[config.mk]
export PLATFORM = sky130hd
export DESIGN_NAME = hblur_stream
export DESIGN_NICKNAME = d
export VERILOG_FILES = /design/src/rtl/blur_pkg.sv /design/src/rtl/hblur_chan.sv /design/src/rtl/hblur_stream.sv
export SDC_FILE = /design/constraint.sdc
export NUM_CORES = 1
export LEC_CHECK = 0
export CORE_ASPECT_RATIO = 0.7
export CORE_UTILIZATION = 55
export DETAILED_ROUTE_END_ITERATION = 16
export MAX_ROUTING_LAYER = met4
export PLACE_DENSITY_LB_ADDON = 0.15
export SYNTH_ARGS = -nofsm -noshare
export SYNTH_HDL_FRONTEND = slang
export SYNTH_HIERARCHICAL = 1
export SYNTH_SLANG_ARGS = --single-unit
[constraint.sdc]
create_clock -name clk -period 5.3 [get_ports clk]
set_input_delay 1.06 -clock clk [delete_from_list [all_inputs] [get_ports clk]]
set_output_delay 1.06 -clock clk [all_outputs]
set_load 0.02 [all_outputs]
[src/rtl/blur_pkg.sv]
// Shared widths and helpers for the horizontal box-blur stream filter.
package blur_pkg;

  localparam int unsigned PixW     = 8;
  localparam int unsigned TapsDef  = 8;

  // Window length is a power of two, so its log2 is the rounding shift.
  function automatic int unsigned taps_log2(input int unsigned taps);
    int unsigned r;
    r = 0;
    for (int unsigned i = 0; i < 6; i++) begin
      if ((32'd1 << i) < taps) r = i + 1;
    end
    return r;
  endfunction

  localparam int unsigned SumW = PixW + taps_log2(TapsDef);

  typedef logic [PixW-1:0] pix_t;
  typedef logic [SumW-1:0] sum_t;

endpackage

[src/rtl/hblur_chan.sv]
// One colour channel: window shift register, running sum and rounded divide.
module hblur_chan
  import blur_pkg::*;
#(
  parameter int unsigned DW   = 8,
  parameter int unsigned TAPS = 8
) (
  input  logic          clk,
  input  logic          rst,
  input  logic          i_shift_en,
  input  logic          i_sol,
  input  logic [DW-1:0] i_x,
  output logic [DW-1:0] o_y
);

  localparam int unsigned LG = taps_log2(TAPS);
  localparam int unsigned SW = DW + LG;

  // r_win[0] is the newest held pixel, r_win[TAPS-2] the oldest.
  logic [DW-1:0] r_win [TAPS-1];
  logic [SW-1:0] r_sum;

  logic [SW-1:0] w_x_ext;
  logic [SW-1:0] w_old_ext;
  logic [SW-1:0] w_rep;
  logic [SW-1:0] w_roll;
  logic [SW-1:0] w_acc;

  assign w_x_ext   = {{LG{1'b0}}, i_x};
  assign w_old_ext = {{LG{1'b0}}, r_win[TAPS-2]};
  assign w_rep     = (w_x_ext << LG) - w_x_ext;
  assign w_roll    = r_sum + w_x_ext - w_old_ext;
  // Cannot overflow SW: TAPS full-scale values plus TAPS/2 stays below 2^SW.
  assign w_acc     = r_sum + w_x_ext + SW'(TAPS / 2);
  assign o_y       = i_sol ? i_x : w_acc[SW-1:LG];

  always_ff @(posedge clk or posedge rst) begin
    if (rst) begin
      r_sum <= '0;
      for (int i = 0; i < int'(TAPS) - 1; i++) r_win[i] <= '0;
    end else if (i_shift_en) begin
      if (i_sol) begin
        r_sum <= w_rep;
        for (int i = 0; i < int'(TAPS) - 1; i++) r_win[i] <= i_x;
      end else begin
        r_sum    <= w_roll;
        r_win[0] <= i_x;
        for (int i = 1; i < int'(TAPS) - 1; i++) r_win[i] <= r_win[i-1];
      end
    end
  end

endmodule

[src/rtl/hblur_stream.sv]
// Valid/ready horizontal box-blur with per-beat bypass and constant alpha field.
module hblur_stream
  import blur_pkg::*;
#(
  parameter int unsigned DW        = 8,
  parameter int unsigned CH        = 3,
  parameter int unsigned TAPS      = 8,
  parameter int unsigned ALPHA_W   = 8,
  parameter int unsigned ALPHA_VAL = 32'hFF
) (
  input  logic                      clk,
  input  logic                      rst,
  input  logic                      blur_en,
  input  logic                      in_valid,
  output logic                      in_ready,
  input  logic                      in_sol,
  input  logic [CH*DW-1:0]          in_data,
  output logic                      out_valid,
  input  logic                      out_ready,
  output logic                      out_sol,
  output logic [ALPHA_W+CH*DW-1:0]  out_data
);

  logic               r_valid;
  logic               r_sol;
  logic [CH*DW-1:0]   r_data;

  logic               w_acc;
  logic               w_shift_en;
  logic [CH*DW-1:0]   w_blur;
  logic [CH*DW-1:0]   w_res;

  assign in_ready   = !r_valid || out_ready;
  assign w_acc      = in_valid && in_ready;
  assign w_shift_en = w_acc && blur_en;
  assign w_res      = blur_en ? w_blur : in_data;

  for (genvar c = 0; c < CH; c++) begin : g_chan
    hblur_chan #(
      .DW   (DW),
      .TAPS (TAPS)
    ) u_chan (
      .clk        (clk),
      .rst        (rst),
      .i_shift_en (w_shift_en),
      .i_sol      (in_sol),
      .i_x        (in_data[c*DW +: DW]),
      .o_y        (w_blur[c*DW +: DW])
    );
  end

  always_ff @(posedge clk or posedge rst) begin
    if (rst) begin
      r_valid <= 1'b0;
      r_sol   <= 1'b0;
      r_data  <= '0;
    end else if (w_acc) begin
      r_valid <= 1'b1;
      r_sol   <= in_sol;
      r_data  <= w_res;
    end else if (out_ready) begin
      r_valid <= 1'b0;
    end
  end

  assign out_valid = r_valid;
  assign out_sol   = r_sol;

  if (ALPHA_W > 0) begin : g_alpha
    localparam logic [ALPHA_W-1:0] AlphaField = ALPHA_W'(ALPHA_VAL);
    assign out_data = {AlphaField, r_data};
  end else begin : g_no_alpha
    assign out_data = r_data;
  end

endmodule
# Word-level counts from Yosys, hierarchy flattened
# Index checks and enable logic that the tools add are counted.
[word_totals]
input_bits = 30
wordCells = 56
register_bits = 227
out_inout_bits = 35
[classes]
reduce_logical = 5
addsub = 12
n_mux = 12
[op_table]
columns = ["operator", "n"]
rows = [
  ["two-way mux 48 bit", 3],
  ["subtractor 11 x 8 -> 11 bit", 6],
  ["adder 11 x 3 -> 11 bit (second input constant)", 3],
  ["adder 11 x 8 -> 11 bit", 3],
  ["two-way mux 11 bit", 3],
  ["two-way mux 24 bit", 1],
  ["two-way mux 8 bit", 3],
  ["logical AND 1 bit", 2],
  ["two-way mux 1 bit", 2],
  ["nonzero test 2 bit", 1],
  ["zero test 1 bit", 1],
  ["logical OR 1 bit", 1],
]

# Logic depth before layout (Yosys ltp)
# Gate-level depths: netlist of the first run.
[logic_depth]
word_depth = 4
depth_mapped = 15
mapped_depth_nobuf = 15

# By module
# Netlist of the first run, hierarchy kept.
[modules_own_cells]
columns = ["mod", "area_per_inst_um2", "instances", "cells_per_inst"]
rows = [
  ["hblur_chan (g_chan[0].u_chan ...)", 4245.3, 2, 483],
  ["hblur_chan (g_chan[2].u_chan)", 4126.5, 1, 469],
  ["hblur_stream", 1332.5, 1, 125],
]

# Worst setup path after synthesis of the first run
# Ideal clock, no wire load.
[synth_path]
kind = "input port to flip-flop"
startpoint = "in in_data[16]"
endpoint = "reg g_chan[2].u_chan.r_sum[10]"
t_arrival_ns = 4.088
t_required_ns = 5.162
slack_ns = 1.074
path_stages = 14
cell_sequence = "ha_1 -> inv_1 -> fa_1 -> nor2b_1 -> o21ai_0 -> a211oi_2 -> ha_1 -> a21o_1 -> a31o_2 -> and3_1 -> a211o_1 -> a2111oi_2 -> xor2_1 -> o221ai_1"
[synth_between]
elab_chain_cells = 3
elab_cells_between_ends = 4
classes_between = "add/sub (3); mux (1)"
[synth_rtl]
columns = ["item", "line_no", "source"]
rows = [
  ["from (decl)", "hblur_stream.sv:17", "input logic [CH*DW-1:0] in_data,"],
  ["adder 11 x 8 -> 11 bit", "hblur_chan.sv:32", "assign w_roll = r_sum + w_x_ext - w_old_ext;"],
  ["subtractor 11 x 8 -> 11 bit", "hblur_chan.sv:32", ""],
  ["two-way mux 11 bit (*)", "hblur_chan.sv:42", "if (i_sol) begin"],
  ["to (signal assigned)", "hblur_chan.sv:43", "r_sum <= w_rep;"],
  ["to (signal assigned)", "hblur_chan.sv:46", "r_sum <= w_roll;"],
  ["to (decl)", "hblur_chan.sv:21", "logic [SW-1:0] r_sum;"],
]
# Mark *: on every way between the ends. The rest lies on a longest branch, timed or not.
# A chain may end at the register's enable or synchronous reset.

# Worst setup path in the final report of the first run
[layout_path]
startpoint = "in in_data[17]"
endpoint = "reg g_chan[2].u_chan.r_sum[10]"
# The elaborated chain is that of the path after synthesis.

==> summary.txt, run 1 <==
Clock tree
  – Hold bufs inserted after CTS: 0
  – Number of levels in the clock H-tree: 1
  – CTS Root Cell: clkbuf_16
  – Clock slew at the register clock pins of the worst setup and hold paths: roughly 0.060 ns
  – Number of buffers on the longest clock path: 3
  – Number of setup buffers added after CTS: 0
  – TritonCTS clock tree: done
  – Later-pin clock latency in the skew report: between 0.5 and 0.6 ns
  – Quantity of gates resized following cts: 0
  – Num Clock Sinks: about 230
  – Number of clock buffers inserted by TritonCTS: 24

Detailed routing
  – Post-Route WL: 35.2 mm
  – Overall via count from detail_route: 11596
  – Routed vias/inst: about 6.0
  – Number of DRC violations after detailed routing: 0
  – Detailed-route wire length per cell: 18.2 µm
  – DRT iter0 DRCs: between 700 and 800
  – Number of detailed-routing iterations run before antenna repair: 8
  – Antenna viol nets, final: 0

Timing
  – Worst Skew: 0.0172 ns
  – Post-layout worst setup margin: ~0.74 ns
  – Fin crit period: between 4 and 5 ns
  – RSZ-0062 raised after global routing: no
  – Setup violation total in the final timing report: 0
  – Total negative setup slack: 0 ns
  – Worst hold slack: 0.510 ns
  – Max Freq: roughly 0.22 GHz
  – Transition time at the pin with the least slew margin: ~0.9 ns
  – Ratio of final minimum period to clock period: 0.861
  – Final max-slew violation count: 0
  – Relative slew slack: 0.402
  – Hold Violations, Final: 0

Cells and area
  – Area added between synthesis and finish: 12.1%
  – Share of layout cells above drive strength 1: 0.0898
  – Layout Nets: approximately 1700
  – Number of diodes: 0

Synthesis
  – Portion of the post-synthesis area used by sequential elements: 0.407
  – Most common cell in the synthesized netlist: a21oi_1
  – Fraction of post-synthesis cell area in the top cell type by area: 0.407
  – Count of flip-flops with a built-in enable after synthesis: 0
  – Top cells by area in the synthesized netlist: dfrtp_1 (41%), a21oi_1 (12%), ha_1 (6.2%)
  – Synthesized area per cell: around 8.9 µm²
  – Top cell type by total area after synthesis: dfrtp_1
  – Number of flip-flops and latches in the synthesized netlist: approximately 230
  – Post-synthesis instance total: approximately 1600
  – Async set-reset flop share out of synthesis: 1.00
  – Combined area of all synthesized cells: 13900 µm²
  – Most frequently used flop master after synthesis: dfrtp_1
  – Synth unique cells: 75
  – Number of warnings printed during yosys synthesis: 6
  – List of most frequent post-synthesis cells: a21oi_1 (336), dfrtp_1 (227), nor2_1 (206)

Setup path
  – CP Launch Type: primary input
  – Cell with the largest stage delay on the worst path: clkdlybuf4s50_1
  – Worst EP arrival: slightly below 5 ns
  – Crit path largest cell delay: roughly 0.6 ns
  – Worst path top cell family by delay: compound AO/OA/AOI/OAI gates
  – Worst path cell trace: clkdlybuf4s50_1 > inv_1 > fa_1 > nor2b_1 > o2111ai_1 > nand3_1 > xor2_1 > ha_1 > nor2b_1 > and2_1 > a22o_1 > a211o_1 > a2111oi_2 > xor2_1 > o221ai_1
  – Number of buffer and inverter stages on the critical path: 2
  – Critical Path RT: roughly 5.7 ns
  – Crit path capture type: flop
  – Maximum fanout count along the critical path: 6
  – Class of the most critical setup path: in2reg

Global routing
  – GR Util All Layers: 0.284
  – Remaining Overflow, GRT: 0
  – Wire length of the first global-routing pass: approximately 57 mm
  – Vias in the first global route: 10878
  – Pin count of the biggest net entering global routing: 89
  – Antenna violations before repair: 0

Floorplan
  – Die ar.: between 20000 and 30000 µm²
  – Floorplan die width: 192 µm
  – Boundary pin count: 65
  – Effective utilization at floorplan: 0.564
  – Y dimension of the die: ~140 µm
  – Core area: 24700 µm²
  – Standard-cell row count: 48

Placement
  – I/O Buffers: 56
  – Post-Place Worst Slack: between 0.2 and 0.3 ns
  – HPWL after detailed placement: around 24 mm
  – Routability congestion estimate: 0.927

Outcome
  – Status: completed

Pwr
  – Cell area power density: about 560 nW/µm²
  – Maximum vdd ir drop: ~0.35 mV
  – Leakage power total: around 6.9 nW

Worst hold path
  – Hold WC Path Type: reg2reg

Job
  – Max-Cap Viols: 0
## area by class of cell
cell class / count / area (µm²)
Clock buffer: 32 / 641
Clock inverter: 8 / 151
Sequential cell: 227 / 5680
Tap cell: 325 / 407
Inverter: 93 / 349
Multi-Input combinational cell: 1162 / 7550
Fill cell: 2098 / 9110
Timing Repair Buffer: 92 / 858
## through the flow
| stage | cells | util | total power, mW | area (µm²) |
|---|---|---|---|---|
| floorplan | 1567 | - | 5.86 | 14000 |
| global placement | 1899 | 0.600 | 6.82 | 14800 |
| detailed placement | 1899 | 0.600 | 6.94 | 14800 |
| CTS | 1939 | 0.632 | 8.72 | 15600 |
| global route | 1939 | 0.632 | 9.35 | 15600 |
| finish | 1939 | 0.632 | 8.74 | 15600 |
## placed cells by master, fill, tap and decap left out, drive strengths merged, types with 4 or more instances in the layout
master         Yosys  routed
a2111oi            6       6
a211o              7       7
a211oi            22      22
a21o              24      24
a21oi            336     336
a31o               9       9
a31oi             28      28
and2              14      14
and3              13      13
buf               35      38
bufinv             0       4
clkbuf            50      32
clkdlybuf4s50      0      54
clkinv             0       4
conb               1       8
dfrtp            227     227
fa                 6       6
ha                69      69
inv               93      93
mux2              32      32
mux2i             33      33
nand2             51      51
nand2b            15      15
nand3             19      19
nand4             10      10
nor2             206     206
nor2b             17      17
nor3              24      24
nor3b              4       4
nor4b              5       5
o21a              10      10
o21ai             52      52
o221ai            12      12
or3                9       9
xnor2             59      59
xor2              11      11
## worst register-to-register path, delay by kind of cell, from the launching register on
kind	cells	cell delay (ns)
buffers and inverters	1	0.06
and+or+nand+nor	4	0.73
xor gates and xnor gates	2	0.44
adders and majority gates	3	0.94
AOI/OAI and AO/OA	5	1.14
DFF	1	0.35
## cell families after synthesis
group           Yosys count  synth area share
fa+ha+maj                78            0.0727
simple gates            403             0.142
xor+xnor                 70            0.0440
flops                   227             0.407
mux                      65            0.0498
other cells               1          0.000269
buf+inv                 178            0.0539
compound gates          538             0.231
## per-layer routing
metal  global-route usage  vias up  wire length (µm)
li1                     -     5617                 -
met1                0.407     5629             17100
met2                0.419      300             15400
met3               0.0487       50              2000
met4               0.0639        0               704
met5                    -        -                 0
## worst paths after layout
| kind | from | to | slack [ns] | cells past startpoint |
|---|---|---|---|---|
| worst max-delay path | in_data[17] | g_chan[2].u_chan/r_sum[10] | 0.74 | 15 |
| worst min-delay path | g_chan[0].u_chan/r_win[48] | g_chan[0].u_chan/r_win[48] | 0.51 | 1 |
| worst max register to register | g_chan[2].u_chan/r_sum[0] | g_chan[2].u_chan/r_sum[10] | 1.50 | 15 |
| worst min register to register | g_chan[0].u_chan/r_win[48] | g_chan[0].u_chan/r_win[48] | 0.51 | 1 |
| max in group asynchronous | rst | g_chan[0].u_chan/r_win[5] | 3.16 | 3 |
| min in group asynchronous | rst | g_chan[1].u_chan/r_win[37] | 1.12 | 2 |
## flip-flops by register name, summed over array words and instances, names as in the netlist
name	flops
out_valid	1
r_data	24
out_sol	1
g_chan.u_chan/r_sum	33
g_chan.u_chan/r_win	168
## power breakdown
part / internal [mW] / switching, mW / leakage, nW
logic: 1.97 / 2.59 / 3.96
registers: 2.17 / 0.295 / 2.55
clock network: 1.04 / 0.677 / 0.386
total: 5.18 / 3.56 / 6.90
(Power assumes the default switching activity.)
==> inputs of run 2 (changes only) <==
Clock period 5.3 ns to 4 ns, I/O delays scaled along.
==> summary.txt, run 2 (same netlist as run 1, synthesis figures left out) <==
Outcome
  – Status: completed

Floorplan
  – Die ar.: 26000 µm²
  – Core area: 24700 µm²
  – Floorplan die width: around 190 µm
  – Boundary pin count: 65
  – Y dimension of the die: 135 µm
  – Standard-cell row count: 48
  – Effective utilization at floorplan: 0.564

Timing
  – RSZ-0062 raised after global routing: yes
  – Fin crit period: around 4 ns
  – Max Freq: around 0.26 GHz
  – Final max-slew violation count: 0
  – Worst Skew: approximately 0.0095 ns
  – Hold Violations, Final: 0
  – Worst hold slack: 0.508 ns
  – Transition time at the pin with the least slew margin: roughly 0.85 ns
  – Relative slew slack: 0.434
  – Ratio of final minimum period to clock period: 0.977
  – Setup violation total in the final timing report: 0

Global routing
  – Met2 Resource Use GR: 0.428
  – Antenna violations before repair: 0
  – Met3 global-route usage: 0.0378
  – GR peak layer: met1
  – Wire length of the first global-routing pass: 58.5 mm
  – Met1 track demand over resource: 0.433
  – Vias in the first global route: between 10000 and 15000
  – GR Util All Layers: 0.292
  – Remaining Overflow, GRT: 0
  – Pin count of the biggest net entering global routing: ~70

Cells and area
  – Post-route cell area: approximately 17000 µm²
  – Area used by multi-input combinational logic: ~7600 µm²
  – Max reg flops: 168
  – Sequential cell area: between 5000 and 6000 µm²
  – Most flop-heavy register: g_chan.u_chan/r_win
  – Post-route insts no fill: around 2100
  – Layout Nets: between 1500 and 2000
  – Area added between synthesis and finish: 20.0%
  – Biggest regs: g_chan.u_chan/r_win: 168 flops, g_chan.u_chan/r_sum: 33 flops, r_data: 24 flops
  – Layout fillers: 2019
  – Leading cell type in the layout, fill and taps excluded: a21oi_1
  – Share of layout cells above drive strength 1: 0.162
  – Number of diodes: 0
  – Commonest cells after routing, fill and taps aside: a21oi_1 (336), dfrtp_1 (227), nor2_1 (206)

Detailed routing
  – Antenna viol nets, final: 0
  – Overall via count from detail_route: around 12000
  – Routed vias/inst: about 5.8
  – Post-Route WL: about 37 mm
  – DRT iter0 DRCs: slightly below 1000
  – Number of detailed-routing iterations run before antenna repair: 5
  – Detailed-route wire length per cell: about 18 µm
  – Number of DRC violations after detailed routing: 0

Setup path
  – CP Launch Type: primary input
  – Class of the most critical setup path: in2reg
  – Endpoint of the worst-slack reg-to-reg timing path: g_chan[0].u_chan/r_sum[10]
  – Crit path largest cell delay: roughly 0.5 ns
  – Cell with the largest stage delay on the worst path: clkdlybuf4s50_1
  – Worst path cell trace: clkdlybuf4s50_1 > ha_1 > inv_1 > fa_2 > nor2b_4 > o21ai_0 > a211oi_2 > ha_1 > a21o_1 > a31o_2 > and3_1 > a211o_1 > a2111oi_4 > xor2_1 > o221ai_1
  – Launch point of the worst path: in_data[16]
  – Crit path capture type: flop
  – Count of cells along the worst register-to-register path: 15
  – Termination of the worst setup path: g_chan[2].u_chan/r_sum[10]
  – Maximum fanout count along the critical path: 3
  – Worst EP arrival: around 4.3 ns
  – Critical Path RT: ~4.4 ns
  – Launching point of the worst reg2reg path: g_chan[0].u_chan/r_sum[0]
  – Most frequent cell on the critical path: ha_1
  – Setup slack of the most critical reg-to-reg path: approximately 0.42 ns

Worst hold path
  – Hold WC Path Type: reg2reg

Pwr
  – Maximum vdd ir drop: 0.386 mV
  – Sequential power share: 0.254
  – Cell area power density: 771 nW/µm²
  – Combinational share of power: 0.549
  – Leakage power total: between 7 and 8 nW
  – Design Power: 12.9 mW
  – Share of total power consumed by net switching: 0.390
  – Internal portion of total power: slightly below 8 mW
  – Clock network fraction of design power: 0.196
  – Switching power of the nets: 5.03 mW

Clock tree
  – Clock slew at the register clock pins of the worst setup and hold paths: about 0.06 ns
  – Number of buffers on the longest clock path: 3
  – Number of levels in the clock H-tree: 1
  – Later-pin clock latency in the skew report: roughly 0.52 ns
  – Num Clock Sinks: around 230
  – TritonCTS clock tree: done
  – Hold bufs inserted after CTS: 0
  – Number of clock buffers inserted by TritonCTS: 24
  – CTS Root Cell: clkbuf_16

Placement
  – HPWL after detailed placement: ~26 mm
  – Total placed instance area: ~16000 µm²
  – Routability congestion estimate: around 0.96
  – Cell Count Post-Placement: approximately 2000
  – I/O Buffers: between 50 and 60

Job
  – Max-Cap Viols: 0
-- run 2: timing repair --
| action | 4_1_cts | 5_1_grt |
|---|---|---|
| endpoints found under the hold margin | 0 | 0 |
| resized for setup | 0 | 10 |
| setup buffers | 0 | 1 |
| endpoints found under the setup margin | 0 | 8 |
-- run 2: critical path: cells and delay by family --
kind / cells / cell delay [ns]
buffers and inverters: 2 / 0.55
adder cells (fa/ha/maj): 3 / 0.85
AND/OR/NAND/NOR: 2 / 0.34
AO/OA/AOI/OAI: 7 / 1.57
XOR/XNOR: 1 / 0.18
-- run 2: cell type report --
type / count / area share
tap: 325 / 0.0243
clock inverter: 13 / 0.0122
inverter: 93 / 0.0209
multi-input combinational: 1162 / 0.455
sequential: 227 / 0.339
clock buffer: 31 / 0.0417
timing repair buffer: 211 / 0.107
-- run 2: metrics by stage --
step | setup TNS, ns | setup WS (ns) | util
after floorplan | 0 | 0.0339 | -
after global placement | -3.52 | -0.392 | 0.637
after detailed placement | -5.04 | -0.480 | 0.637
after CTS | 0 | 0.0625 | 0.674
after global routing | -0.0342 | -0.0323 | 0.676
final | 0 | 0.0937 | 0.676
-- run 2: power by group through the flow --
stage	Combinational [mW]	Clock (mW)	Sequential (mW)
3_5_place_dp	6.81	0	3.30
6_report	7.09	2.53	3.28
2_1_floorplan	4.50	0	3.26
4_1_cts	6.88	2.58	3.27
5_1_grt	7.75	2.67	3.35
3_3_place_gp	6.65	0	3.29
-- run 2: worst min path at each step --
stage,from,to,slack [ns],cells past startpoint
after floorplan,g_chan[0].u_chan/r_sum[6],g_chan[0].u_chan/r_sum[6],0.47,2
after global placement,g_chan[0].u_chan/r_win[48],g_chan[0].u_chan/r_win[48],0.49,1
final,g_chan[1].u_chan/r_win[51],g_chan[1].u_chan/r_win[51],0.51,1
after detailed placement,out_sol,out_sol,0.49,1
after CTS,g_chan[1].u_chan/r_win[51],g_chan[1].u_chan/r_win[51],0.51,1
after global routing,g_chan[2].u_chan/r_win[51],g_chan[2].u_chan/r_win[51],0.52,1
-- run 2: routing by layer --
layer | routed length (µm) | vias up
li1 | - | 5866
met1 | 18100 | 5770
met2 | 16100 | 284
met3 | 1880 | 38
met4 | 567 | 0
met5 | 0 | -
==> inputs of run 3 (changes only) <==
Settings changed: CTS_BUF_LIST set to sky130_fd_sc_hd__clkbuf_4 sky130_fd_sc_hd__clkbuf_8 sky130_fd_sc_hd__clkbuf_16, SKIP_CTS_REPAIR_TIMING set to 1.
==> summary.txt, run 3 (same netlist as run 1, synthesis figures left out) <==
Outcome
  – Status: completed

Global routing
  – Pin count of the biggest net entering global routing: just under 70
  – Wire length of the first global-routing pass: roughly 59 mm
  – Vias in the first global route: between 10000 and 15000
  – GR Util All Layers: 0.292
  – Antenna violations before repair: 0
  – Remaining Overflow, GRT: 0

Cells and area
  – Biggest regs: g_chan.u_chan/r_win: 168 flops, g_chan.u_chan/r_sum: 33 flops, r_data: 24 flops
  – Sequential cell area: around 5700 µm²
  – Layout fillers: a little over 2000
  – Max reg flops: approximately 170
  – Share of layout cells above drive strength 1: 0.162
  – Commonest cells after routing, fill and taps aside: a21oi_1 (336), dfrtp_1 (227), nor2_1 (206)
  – Area used by multi-input combinational logic: roughly 7600 µm²
  – Layout Nets: 1824
  – Post-route insts no fill: roughly 2100
  – Post-route cell area: around 17000 µm²
  – Leading cell type in the layout, fill and taps excluded: a21oi_1
  – Area added between synthesis and finish: 20.0%
  – Number of diodes: 0
  – Most flop-heavy register: g_chan.u_chan/r_win

Floorplan
  – Floorplan die width: slightly below 200 µm
  – Boundary pin count: 65
  – Effective utilization at floorplan: 0.564
  – Die ar.: 26000 µm²
  – Y dimension of the die: between 100 and 150 µm
  – Standard-cell row count: 48
  – Core area: roughly 25000 µm²

Setup path
  – Cell with the largest stage delay on the worst path: clkdlybuf4s50_1
  – Most frequent cell on the critical path: ha_1
  – Launch point of the worst path: in_data[16]
  – Critical Path RT: about 4.4 ns
  – Crit path largest cell delay: roughly 0.49 ns
  – Worst path cell trace: clkdlybuf4s50_1 > ha_1 > inv_1 > fa_2 > nor2b_4 > o21ai_0 > a211oi_2 > ha_1 > a21o_1 > a31o_2 > and3_1 > a211o_1 > a2111oi_4 > xor2_1 > o221ai_1
  – Number of buffer and inverter stages on the critical path: 2
  – Class of the most critical setup path: in2reg
  – Worst path top cell family by delay: compound AO/OA/AOI/OAI gates
  – Crit path capture type: flop
  – CP Launch Type: primary input
  – Maximum fanout count along the critical path: 3
  – Launching point of the worst reg2reg path: g_chan[0].u_chan/r_sum[0]
  – Worst EP arrival: about 4.3 ns

Clock tree
  – CTS Root Cell: clkbuf_16
  – Number of clock buffers inserted by TritonCTS: 24
  – Later-pin clock latency in the skew report: roughly 0.52 ns
  – Num Clock Sinks: 227
  – Number of buffers on the longest clock path: 3
  – TritonCTS clock tree: done
  – Number of levels in the clock H-tree: 1
  – Clock slew at the register clock pins of the worst setup and hold paths: approximately 0.070 ns

Timing
  – Transition time at the pin with the least slew margin: roughly 0.85 ns
  – RSZ-0062 raised after global routing: yes
  – Fin crit period: between 3 and 4 ns
  – Total negative setup slack: 0 ns
  – Worst hold slack: a little over 0.5 ns
  – Final max-slew violation count: 0
  – Max Freq: ~0.26 GHz
  – Ratio of final minimum period to clock period: 0.975
  – Setup violation total in the final timing report: 0
  – Worst Skew: about 0.0094 ns
  – Relative slew slack: 0.431
  – Hold Violations, Final: 0

Detailed routing
  – Routed vias/inst: just under 6
  – Wire length on met3: approximately 2 mm
  – Met2 wire len: roughly 16 mm
  – Number of DRC violations after detailed routing: 0
  – Met1 Routed Length: 18.0 mm
  – Antenna viol nets, final: 0
  – DRT iter0 DRCs: slightly below 1000
  – Detailed-route wire length per cell: 17.8 µm
  – Uppermost layer routed: met4
  – Number of detailed-routing iterations run before antenna repair: 5
  – Post-Route WL: between 30 and 40 mm
  – Overall via count from detail_route: ~12000

Pwr
  – Leakage power total: between 7 and 8 nW
  – Maximum vdd ir drop: 0.386 mV
  – Design Power: roughly 13 mW
  – Cell area power density: 771 nW/µm²

Placement
  – Cell Count Post-Placement: slightly above 2000
  – I/O Buffers: 56
  – HPWL after detailed placement: approximately 26 mm
  – Total placed instance area: roughly 16000 µm²
  – Routability congestion estimate: ~0.96

Job
  – Max-Cap Viols: 0

Worst hold path
  – Hold WC Path Type: reg2reg
  – Hold Path Origin: g_chan[1].u_chan/r_win[51]
[run 3: cell types whose count changed in the layout (fill, tap and decap cells not counted)]
cell / change
clkbuf_4: +1
clkbuf_1: -1
[run 3: worst reg2reg max path: stages (launching register included)]
cell and delay (ns):
dfrtp_1 0.43, ha_2 0.21, inv_1 0.07, fa_1 0.19, and2b_1 0.21, o21a_1 0.18
or3_1 0.32, and2_1 0.18, ha_1 0.31, a21o_1 0.17, a31o_2 0.24, and3_1 0.20
a211oi_2 0.23, o211ai_1 0.17, xnor2_1 0.22, o221ai_1 0.13
[run 3: final timing paths]
| path | slack (ns) | depth (start not counted) | endpoint |
|---|---|---|---|
| setup / recovery | 0.10 | 15 | g_chan[2].u_chan/r_sum[10] |
| hold / removal | 0.51 | 1 | g_chan[1].u_chan/r_win[51] |
| setup reg to reg | 0.42 | 15 | g_chan[0].u_chan/r_sum[10] |
| hold reg to reg | 0.51 | 1 | g_chan[1].u_chan/r_win[51] |
| max in group asynchronous | 2.38 | 3 | g_chan[0].u_chan/r_win[13] |
| min in group asynchronous | 0.77 | 2 | g_chan[1].u_chan/r_win[43] |
[run 3: metrics by stage]
stage               setup WS (ns)  utilization
floorplan                  0.0339            -
global placement           -0.392        0.637
detailed placement         -0.480        0.637
CTS                        0.0625        0.674
global route              -0.0323        0.677
finish                      0.102        0.677
[run 3: routing by layer]
metal	up-vias	track usage
met4	0	0.0560
met2	302	0.428
met1	5775	0.433
li1	5868	-
met3	38	0.0378
met5	-	-
[run 3: area by class of cell]
cell class                 instances  share of cell area
clock inverter                    13              0.0122
tap                              325              0.0243
clock buffer                      31              0.0419
inverter                          93              0.0209
sequential                       227               0.339
timing repair buffer             211               0.107
multi-input combinational       1162               0.455
[run 3: report_power, final]
group | leakage, nW | internal (mW) | switching [mW]
logic | 4.56 | 3.44 | 3.65
registers | 2.55 | 2.87 | 0.409
clock network | 0.448 | 1.57 | 0.973
